$ cat src/rtl/game_pkg.sv
// Shared definitions for the memory-game controller: default parameter
// values, the controller state set and the Moore output bundle per state.
package game_pkg;

  localparam int DEF_MAX_ROUNDS     = 8;
  localparam int DEF_SHOW_CYCLES    = 50;
  localparam int DEF_TIMEOUT_CYCLES = 1000;
  localparam int DEF_SYM_W          = 2;

  typedef enum logic [2:0] {
    IDLE,
    SEED,
    SHOW,
    INPUT,
    WIN,
    LOSE
  } state_t;

  typedef struct packed {
    logic lfsr_reset;
    logic en;
    logic show_valid;
    logic win;
    logic lose;
  } moore_outs_t;

  // Output flags that hold while the controller sits in a given state.
  function automatic moore_outs_t outs_for(state_t st);
    moore_outs_t o;
    o = '0;
    case (st)
      IDLE: begin
        o.lfsr_reset = 1'b1;
        o.en         = 1'b1;
      end
      SEED:    o.en         = 1'b1;
      SHOW:    o.show_valid = 1'b1;
      WIN:     o.win        = 1'b1;
      LOSE:    o.lose       = 1'b1;
      default: o = '0;
    endcase
    return o;
  endfunction

  function automatic int max_int(int a, int b);
    return (a > b) ? a : b;
  endfunction

endpackage

$ cat src/rtl/game_ctrl_if.sv
// Bundle of game controller signals: pattern source, player buttons and
// the controller status outputs. The controller takes the slave side.
interface game_ctrl_if import game_pkg::*; #(
  parameter int MAX_ROUNDS = DEF_MAX_ROUNDS,
  parameter int SYM_W      = DEF_SYM_W
);
  localparam int IDX_W = max_int(1, $clog2(MAX_ROUNDS));
  localparam int RND_W = $clog2(MAX_ROUNDS + 1);

  logic             start;
  logic             lfsr_begin;
  logic [SYM_W-1:0] seq_sym;
  logic             btn_valid;
  logic [SYM_W-1:0] btn_sym;
  logic             lfsr_reset;
  logic             en;
  logic [IDX_W-1:0] seq_idx;
  logic             show_valid;
  logic [RND_W-1:0] round;
  logic             win;
  logic             lose;

  modport master (
    output start, lfsr_begin, seq_sym, btn_valid, btn_sym,
    input  lfsr_reset, en, seq_idx, show_valid, round, win, lose
  );

  modport slave (
    input  start, lfsr_begin, seq_sym, btn_valid, btn_sym,
    output lfsr_reset, en, seq_idx, show_valid, round, win, lose
  );
endinterface

$ cat src/rtl/game_ctrl_timer.sv
// Saturating cycle timer: synchronous clear, count enable and a
// terminal-count compare against a caller-selected limit.
module cycle_timer #(
  parameter int W = 8
) (
  input  logic         clk,
  input  logic         reset,
  input  logic         clear,
  input  logic         en,
  input  logic [W-1:0] term,
  output logic         done
);
  logic [W-1:0] count;

  // Count up while enabled, holding at the terminal value instead of wrapping.
  always_ff @(posedge clk or posedge reset) begin
    if (reset) begin
      count <= '0;
    end else if (clear) begin
      count <= '0;
    end else if (en && (count != term)) begin
      count <= count + W'(1);
    end
  end

  assign done = (count == term);
endmodule

$ cat src/rtl/game_ctrl.sv
// Memory-game controller: seeds the pattern LFSR, shows a growing
// symbol sequence, checks the player's replay and reports win/lose.
module game_ctrl import game_pkg::*; #(
  parameter int MAX_ROUNDS     = DEF_MAX_ROUNDS,
  parameter int SHOW_CYCLES    = DEF_SHOW_CYCLES,
  parameter int TIMEOUT_CYCLES = DEF_TIMEOUT_CYCLES,
  parameter int SYM_W          = DEF_SYM_W
) (
  input logic        clk,
  input logic        reset,
  game_ctrl_if.slave bus
);
  localparam int IDX_W = max_int(1, $clog2(MAX_ROUNDS));
  localparam int RND_W = $clog2(MAX_ROUNDS + 1);
  localparam int TMR_W = $clog2(max_int(SHOW_CYCLES, TIMEOUT_CYCLES) + 1);

  localparam logic [TMR_W-1:0] SHOW_LAST    = TMR_W'(SHOW_CYCLES - 1);
  localparam logic [TMR_W-1:0] TIMEOUT_LAST = TMR_W'(TIMEOUT_CYCLES - 1);
  localparam logic [RND_W-1:0] ROUND_LAST   = RND_W'(MAX_ROUNDS);

  state_t           state;
  moore_outs_t      outs;
  logic [IDX_W-1:0] seq_idx;
  logic [RND_W-1:0] round;
  logic [SYM_W-1:0] sym_diff;
  logic             sym_match;
  logic             at_last;
  logic             timer_clear;
  logic             timer_en;
  logic             timer_done;
  logic [TMR_W-1:0] timer_term;

  assign sym_diff  = bus.btn_sym ^ bus.seq_sym;
  assign sym_match = (sym_diff == '0);
  assign at_last   = ((RND_W'(seq_idx) + RND_W'(1)) == round);

  // The timer only runs through a symbol display or while waiting for a
  // press; every other situation (press, terminal count, abort) restarts it.
  always_comb begin
    timer_term = (state == SHOW) ? SHOW_LAST : TIMEOUT_LAST;
    timer_en   = 1'b0;
    if (bus.start && !timer_done) begin
      if (state == SHOW) begin
        timer_en = 1'b1;
      end else if ((state == INPUT) && !bus.btn_valid) begin
        timer_en = 1'b1;
      end
    end
    timer_clear = !timer_en;
  end

  cycle_timer #(.W(TMR_W)) u_timer (
    .clk   (clk),
    .reset (reset),
    .clear (timer_clear),
    .en    (timer_en),
    .term  (timer_term),
    .done  (timer_done)
  );

  // Game sequencing with registered Moore flags; start low always wins
  // outside IDLE/SEED so a dropped request abandons the game at once.
  always_ff @(posedge clk or posedge reset) begin
    if (reset) begin
      state   <= IDLE;
      outs    <= outs_for(IDLE);
      round   <= '0;
      seq_idx <= '0;
    end else begin
      case (state)
        IDLE: begin
          if (bus.lfsr_begin) begin
            state <= SEED;
            outs  <= outs_for(SEED);
          end else if (bus.start) begin
            state   <= SHOW;
            outs    <= outs_for(SHOW);
            round   <= RND_W'(1);
            seq_idx <= '0;
          end
        end
        SEED: begin
          if (!bus.lfsr_begin) begin
            state   <= IDLE;
            outs    <= outs_for(IDLE);
            round   <= '0;
            seq_idx <= '0;
          end else if (bus.start) begin
            state   <= SHOW;
            outs    <= outs_for(SHOW);
            round   <= RND_W'(1);
            seq_idx <= '0;
          end
        end
        SHOW: begin
          if (!bus.start) begin
            state   <= IDLE;
            outs    <= outs_for(IDLE);
            round   <= '0;
            seq_idx <= '0;
          end else if (timer_done) begin
            if (at_last) begin
              state   <= INPUT;
              outs    <= outs_for(INPUT);
              seq_idx <= '0;
            end else begin
              seq_idx <= seq_idx + IDX_W'(1);
            end
          end
        end
        INPUT: begin
          if (!bus.start) begin
            state   <= IDLE;
            outs    <= outs_for(IDLE);
            round   <= '0;
            seq_idx <= '0;
          end else if (bus.btn_valid) begin
            if (!sym_match) begin
              state <= LOSE;
              outs  <= outs_for(LOSE);
            end else if (at_last) begin
              if (round == ROUND_LAST) begin
                state <= WIN;
                outs  <= outs_for(WIN);
              end else begin
                state   <= SHOW;
                outs    <= outs_for(SHOW);
                round   <= round + RND_W'(1);
                seq_idx <= '0;
              end
            end else begin
              seq_idx <= seq_idx + IDX_W'(1);
            end
          end else if (timer_done) begin
            state <= LOSE;
            outs  <= outs_for(LOSE);
          end
        end
        WIN, LOSE: begin
          if (!bus.start) begin
            state   <= IDLE;
            outs    <= outs_for(IDLE);
            round   <= '0;
            seq_idx <= '0;
          end
        end
        default: begin
          state   <= IDLE;
          outs    <= outs_for(IDLE);
          round   <= '0;
          seq_idx <= '0;
        end
      endcase
    end
  end

  assign bus.lfsr_reset = outs.lfsr_reset;
  assign bus.en         = outs.en;
  assign bus.show_valid = outs.show_valid;
  assign bus.win        = outs.win;
  assign bus.lose       = outs.lose;
  assign bus.seq_idx    = seq_idx;
  assign bus.round      = round;
endmodule

$ cat src/flat_wrapper.sv
// flat-port wrapper written by rule: the top's interface ports become plain ports
module game_ctrl_flat import game_pkg::*;
#(
  parameter int MAX_ROUNDS     = DEF_MAX_ROUNDS,
  parameter int SHOW_CYCLES    = DEF_SHOW_CYCLES,
  parameter int TIMEOUT_CYCLES = DEF_TIMEOUT_CYCLES,
  parameter int SYM_W          = DEF_SYM_W
)
  (clk, reset, bus_start, bus_lfsr_begin, bus_seq_sym, bus_btn_valid, bus_btn_sym, bus_lfsr_reset, bus_en, bus_seq_idx, bus_show_valid, bus_round, bus_win, bus_lose);
  game_ctrl_if #(.MAX_ROUNDS(MAX_ROUNDS), .SYM_W(SYM_W)) bus_i ();
  input logic clk;
  input logic reset;
  input wire logic [$bits(bus_i.start)-1:0] bus_start;
  input wire logic [$bits(bus_i.lfsr_begin)-1:0] bus_lfsr_begin;
  input wire logic [$bits(bus_i.seq_sym)-1:0] bus_seq_sym;
  input wire logic [$bits(bus_i.btn_valid)-1:0] bus_btn_valid;
  input wire logic [$bits(bus_i.btn_sym)-1:0] bus_btn_sym;
  output wire logic [$bits(bus_i.lfsr_reset)-1:0] bus_lfsr_reset;
  output wire logic [$bits(bus_i.en)-1:0] bus_en;
  output wire logic [$bits(bus_i.seq_idx)-1:0] bus_seq_idx;
  output wire logic [$bits(bus_i.show_valid)-1:0] bus_show_valid;
  output wire logic [$bits(bus_i.round)-1:0] bus_round;
  output wire logic [$bits(bus_i.win)-1:0] bus_win;
  output wire logic [$bits(bus_i.lose)-1:0] bus_lose;
  assign bus_i.start = bus_start;
  assign bus_i.lfsr_begin = bus_lfsr_begin;
  assign bus_i.seq_sym = bus_seq_sym;
  assign bus_i.btn_valid = bus_btn_valid;
  assign bus_i.btn_sym = bus_btn_sym;
  assign bus_lfsr_reset = bus_i.lfsr_reset;
  assign bus_en = bus_i.en;
  assign bus_seq_idx = bus_i.seq_idx;
  assign bus_show_valid = bus_i.show_valid;
  assign bus_round = bus_i.round;
  assign bus_win = bus_i.win;
  assign bus_lose = bus_i.lose;
  game_ctrl #(.MAX_ROUNDS(MAX_ROUNDS), .SHOW_CYCLES(SHOW_CYCLES), .TIMEOUT_CYCLES(TIMEOUT_CYCLES), .SYM_W(SYM_W)) u_core (.clk(clk), .reset(reset), .bus(bus_i));
endmodule
$ cat config.mk
export PLATFORM = sky130hd
export DESIGN_NAME = game_ctrl_flat
export DESIGN_NICKNAME = d
export VERILOG_FILES = /design/src/rtl/game_pkg.sv /design/src/rtl/game_ctrl_if.sv /design/src/rtl/game_ctrl_timer.sv /design/src/rtl/game_ctrl.sv /design/src/flat_wrapper.sv
export SDC_FILE = /design/constraint.sdc
export NUM_CORES = 1
export LEC_CHECK = 0
export ABC_AREA = 1
export CORE_MARGIN = 10
export CORE_UTILIZATION = 65
export CTS_BUF_LIST = sky130_fd_sc_hd__clkbuf_8
export CTS_CLUSTER_DIAMETER = 40
export DETAILED_ROUTE_END_ITERATION = 6
export DONT_BUFFER_PORTS = 1
export PLACE_DENSITY = 0.92
export SYNTH_ARGS = -nofsm -noshare
export SYNTH_HDL_FRONTEND = slang
export SYNTH_SLANG_ARGS = --single-unit
$ cat constraint.sdc
create_clock -name clk -period 2.65 [get_ports clk]
set_input_delay 0.6625 -clock clk [delete_from_list [all_inputs] [get_ports clk]]
set_output_delay 0.6625 -clock clk [all_outputs]
set_load 0.02 [all_outputs]
==> impl.org <==
** Synth
- The top cell type by area accounts for 32.7% of the synthesized area.
- Register bit total from synthesis :: 25
- nand2_1 is the most common cell in the netlist.
- Cell type with the highest aggregate area in the netlist :: dfrtp_1
- Of the post-synthesis cell area, the part taken by muxes is 0%.
- Post-synthesis xor/xnor area fraction :: 2.98%
- Synthesized net count :: 266
- For this run, the register share of the synthesized area comes to 35.7%.
- In this run, synthesis inferred 0 flip-flops with an integrated enable.
- Distinct cell type count after synthesis :: 34
- Yosys printed 0 warnings.
- Post-synthesis instance total :: 253
- Total standard cell area after synthesis :: 1760 um^2
- Summing the areas of all fa, ha and maj instances in the mapped netlist gives 2.84% of the synthesized area.
- For this run, asynchronously set or reset flops after synthesis account for 100%.
- After synthesis, the largest family of logic cells by area is simple AND/OR/NAND/NOR gates.
- Most instantiated cells after synthesis :: 70 x nand2_1, 31 x nand3_1, 29 x inv_1
- The synthesized netlist devotes 41.5% of its cell area to simple gates.
- In the synthesized netlist the dominant register cell turns out to be dfrtp_1.
- Synth area leaders :: dfrtp_1 33%, nand2_1 15%, nand3_1 8.8%
- Summing the areas of all compound-gate instances in the mapped netlist gives 8.03% of the synthesized area.
- A synthesized cell averages 6.96 um^2.

** Floorplanning
- Core Rows :: 18
- The die covers 5190 um^2.
- In this run the vertical extent of the chip is 72.1 um.
- Pin placement for this block handled 21 I/O pins.
- The initial utilization of the core area, before any placement, comes to 69.8%.
- The die is 72.1 um wide.
- Total core area :: 2520 um^2

** Route
- Via total after detailed routing :: 1,646
- The first detailed-routing pass ran for 7 iterations.
- The detail route stage leaves a number of antenna-violating nets equal to 0.
- Detailed routing placed a total of 1640 um of wire on met2.
- Iter 0 DRT Violations :: 139
- The routed design has 3690 um of wire.
- Remaining routing DRC violations :: 0
- DR top layer :: met4
- Detailed routing placed a total of 392 um of wire on met3.
- After detailed routing, the average wire length per cell comes to 13.0 um.
- Routed vias/inst :: 5.80
- DRT met1 WL :: 1610 um

** Global routing
- The first global-routing pass estimated 6910 um of wire.
- Combined global-route utilization of all metal layers :: 15.6%
- Entering global routing, the biggest net connects 26 pins.
- Initial antenna violation count :: 0
- After global routing the overflow that remains totals 0.
- The via count of the first global-routing pass was 1,562.

** STA
- Derived from the worst setup path, the maximum achievable clock frequency is 526 MHz.
- Adding up every negative setup slack in the final design gives 0 ns.
- Setup violations remaining at the end of the flow were counted as 0.
- Hold violation count in the final report :: 0
- Unrepaired setup endpoints after global routing :: false
- Transition time at the pin with the least slew margin :: 0.416 ns
- Skew final :: 0.00200 ns
- Final worst path period need :: 1.90 ns
- Worst max-slew margin expressed relative to the limit :: 72.3%
- The total count of max-transition violations in the final report came to 0.
- Share of the clock period used by the worst path after layout :: 71.7%

** Flow run
- The tool flagged a number of max-cap violations equal to 0.

** Power
- IR drop worst, VDD :: 0.669 mV
- Leakage power total :: 0.892 nW
- Power spread over the standard cell area amounts to 792 nW/um^2.

** Final layout
- Total area of sequential cells :: 628 um^2
- Number of standard cells in the layout, taps in and fillers out :: 284
- Compared with the post-synthesis result, the final layout area differs by 3.20%.
- Number of inserted filler cells in the final layout :: 199
- After the last flow step, the layout net total stands at 268.
- Share of layout cells above drive strength 1 :: 13.0%
- Number of antenna cells inserted :: 0
- Area used by multi-input combinational logic :: 975 um^2

** CTS
- Root buffer cell :: clkbuf_8
- CTS saw 25 sinks.
- Setup Buffers After CTS :: 0
- Hold bufs inserted after CTS :: 0
- In this run, post-CTS repair resized a total of 0 instances.
- For the worst-skew pair, the clock arrives at the later sink with an insertion delay of 0.27 ns.
- TritonCTS Buffers :: 3
- TritonCTS clock tree :: built
- In this run the deepest clock path goes through 2 buffers.
- Clock H-tree levels :: 1
- Clock transition at path regs :: 0.09 ns

** Hold path
- HP Class :: in2async

** Place
- The count of buffers added on input and output ports is 0.
- Placed instance count :: 280
- Detailed placement ended at an HPWL of 2850 um.
- The congestion estimate from routability-driven global placement came to 0.849.

** Outcome
- The run finished with clean final reports.

** Worst setup path
- The critical path in this run is classified as reg2reg.
- Arrival time at the worst endpoint :: 2.07 ns
- Data required, critical path :: 2.82 ns
- Peak fanout along the critical path :: 7
- Type of destination of the critical path :: register
- STA classifies the critical path startpoint as a register.
[path summary, 6_finish.rpt]
check	from	to	slack (ns)	cells past startpoint
worst max-delay path	u_core.bus.seq_idx[0]	u_core.bus.show_valid	0.75	10
worst max register to register	u_core.bus.seq_idx[0]	u_core.bus.show_valid	0.75	10
max in group asynchronous	reset	u_core.bus.lfsr_reset	2.04	2
min in group clk	u_core.u_timer.count[0]	u_core.u_timer.count[0]	0.50	1
worst min-delay path	reset	u_core.u_timer.count[7]	0.31	2
worst min register to register	u_core.u_timer.count[0]	u_core.u_timer.count[0]	0.50	1
[sequential cells by signal, summed over array words and instances, names as in the netlist]
signal / flops
u_core.u_timer.count: 10
u_core.bus.lfsr_reset: 1
u_core.bus.show_valid: 1
u_core.bus.en: 1
u_core.bus.seq_idx: 3
u_core.bus.win: 1
u_core.bus.lose: 1
u_core.state: 3
u_core.bus.round: 4
[power breakdown]
group	switching [mW]	internal, mW
clock network	0.127	0.105
registers	0.157	0.457
logic	0.387	0.206
total	0.671	0.768
[kinds of logic after synthesis]
| logic type | Yosys count |
|---|---|
| AO/OA/AOI/OAI | 24 |
| XOR/XNOR | 6 |
| adder cells (fa/ha/maj) | 4 |
| buffers and inverters | 37 |
| flip-flops | 25 |
| AND/OR/NAND/NOR | 157 |
[through the flow]
step | area (um^2) | hold WS (ns) | worst slack (ns) | total power, mW | utilization [%]
finish | 1820 | 0.313 | 0.749 | 1.44 | 72.1
global route | 1820 | 0.343 | 0.520 | 1.57 | 72.1
CTS | 1820 | 0.332 | 0.744 | 1.44 | 72.1
detailed placement | 1770 | 0.485 | 0.755 | 1.21 | 70.2
global placement | 1770 | 0.470 | 0.859 | 1.19 | 70.2
floorplan | 1760 | 0.448 | 0.992 | 1.11 | -
[worst max-delay path, cell delays in order (launching register included)]
cell	delay (ns)
dfrtp_1	0.53
ha_1	0.37
inv_1	0.06
nand2_1	0.06
nand2_1	0.06
a21oi_1	0.12
nand3_1	0.14
nand3_1	0.13
nand3_2	0.17
nand2_1	0.12
nand2_1	0.05
[metal layers]
layer  vias up  global-route usage (%)
li1        812                       -
met2        69                    23.9
met1       758                    20.1
met5         -                       0
met4         0                    6.02
met3         7                    4.35
[layout by cell type, fill, tap and decap left out]
cell type  count
nand2_2        8
a21oi_2        1
o31ai_1        1
a21o_1         1
inv_2          4
nand2_1       70
nor2_1        25
xor2_1         4
nand4_1        4
ha_1           4
buf_4          1
clkinv_2       1
nand3_1       31
o21ai_2        1
nor2_2         4
dfrtp_1       23
and3_1         1
nand3_2        2
or2_2          1
nand3b_1       1
nor3_2         1
o22ai_1        2
o211ai_1       1
clkbuf_8       3
nor2_4         3
xnor2_1        2
inv_1         29
o21ai_1        5
nor3b_1        2
nor3_1         4
dfstp_2        2
a21oi_1        4
o21ai_0        7
a31o_2         1
[cell type report]
| cell class | count | share of cell area [%] |
|---|---|---|
| well taps | 30 | 2.06 |
| repair buffers | 1 | 0.413 |
| clock inverters | 1 | 0.275 |
| inverters | 33 | 6.81 |
| multi-input cells | 191 | 53.6 |
| clock buffers | 3 | 2.27 |
| flip-flops and latches | 25 | 34.5 |
Power figures use the tool's default switching activity.
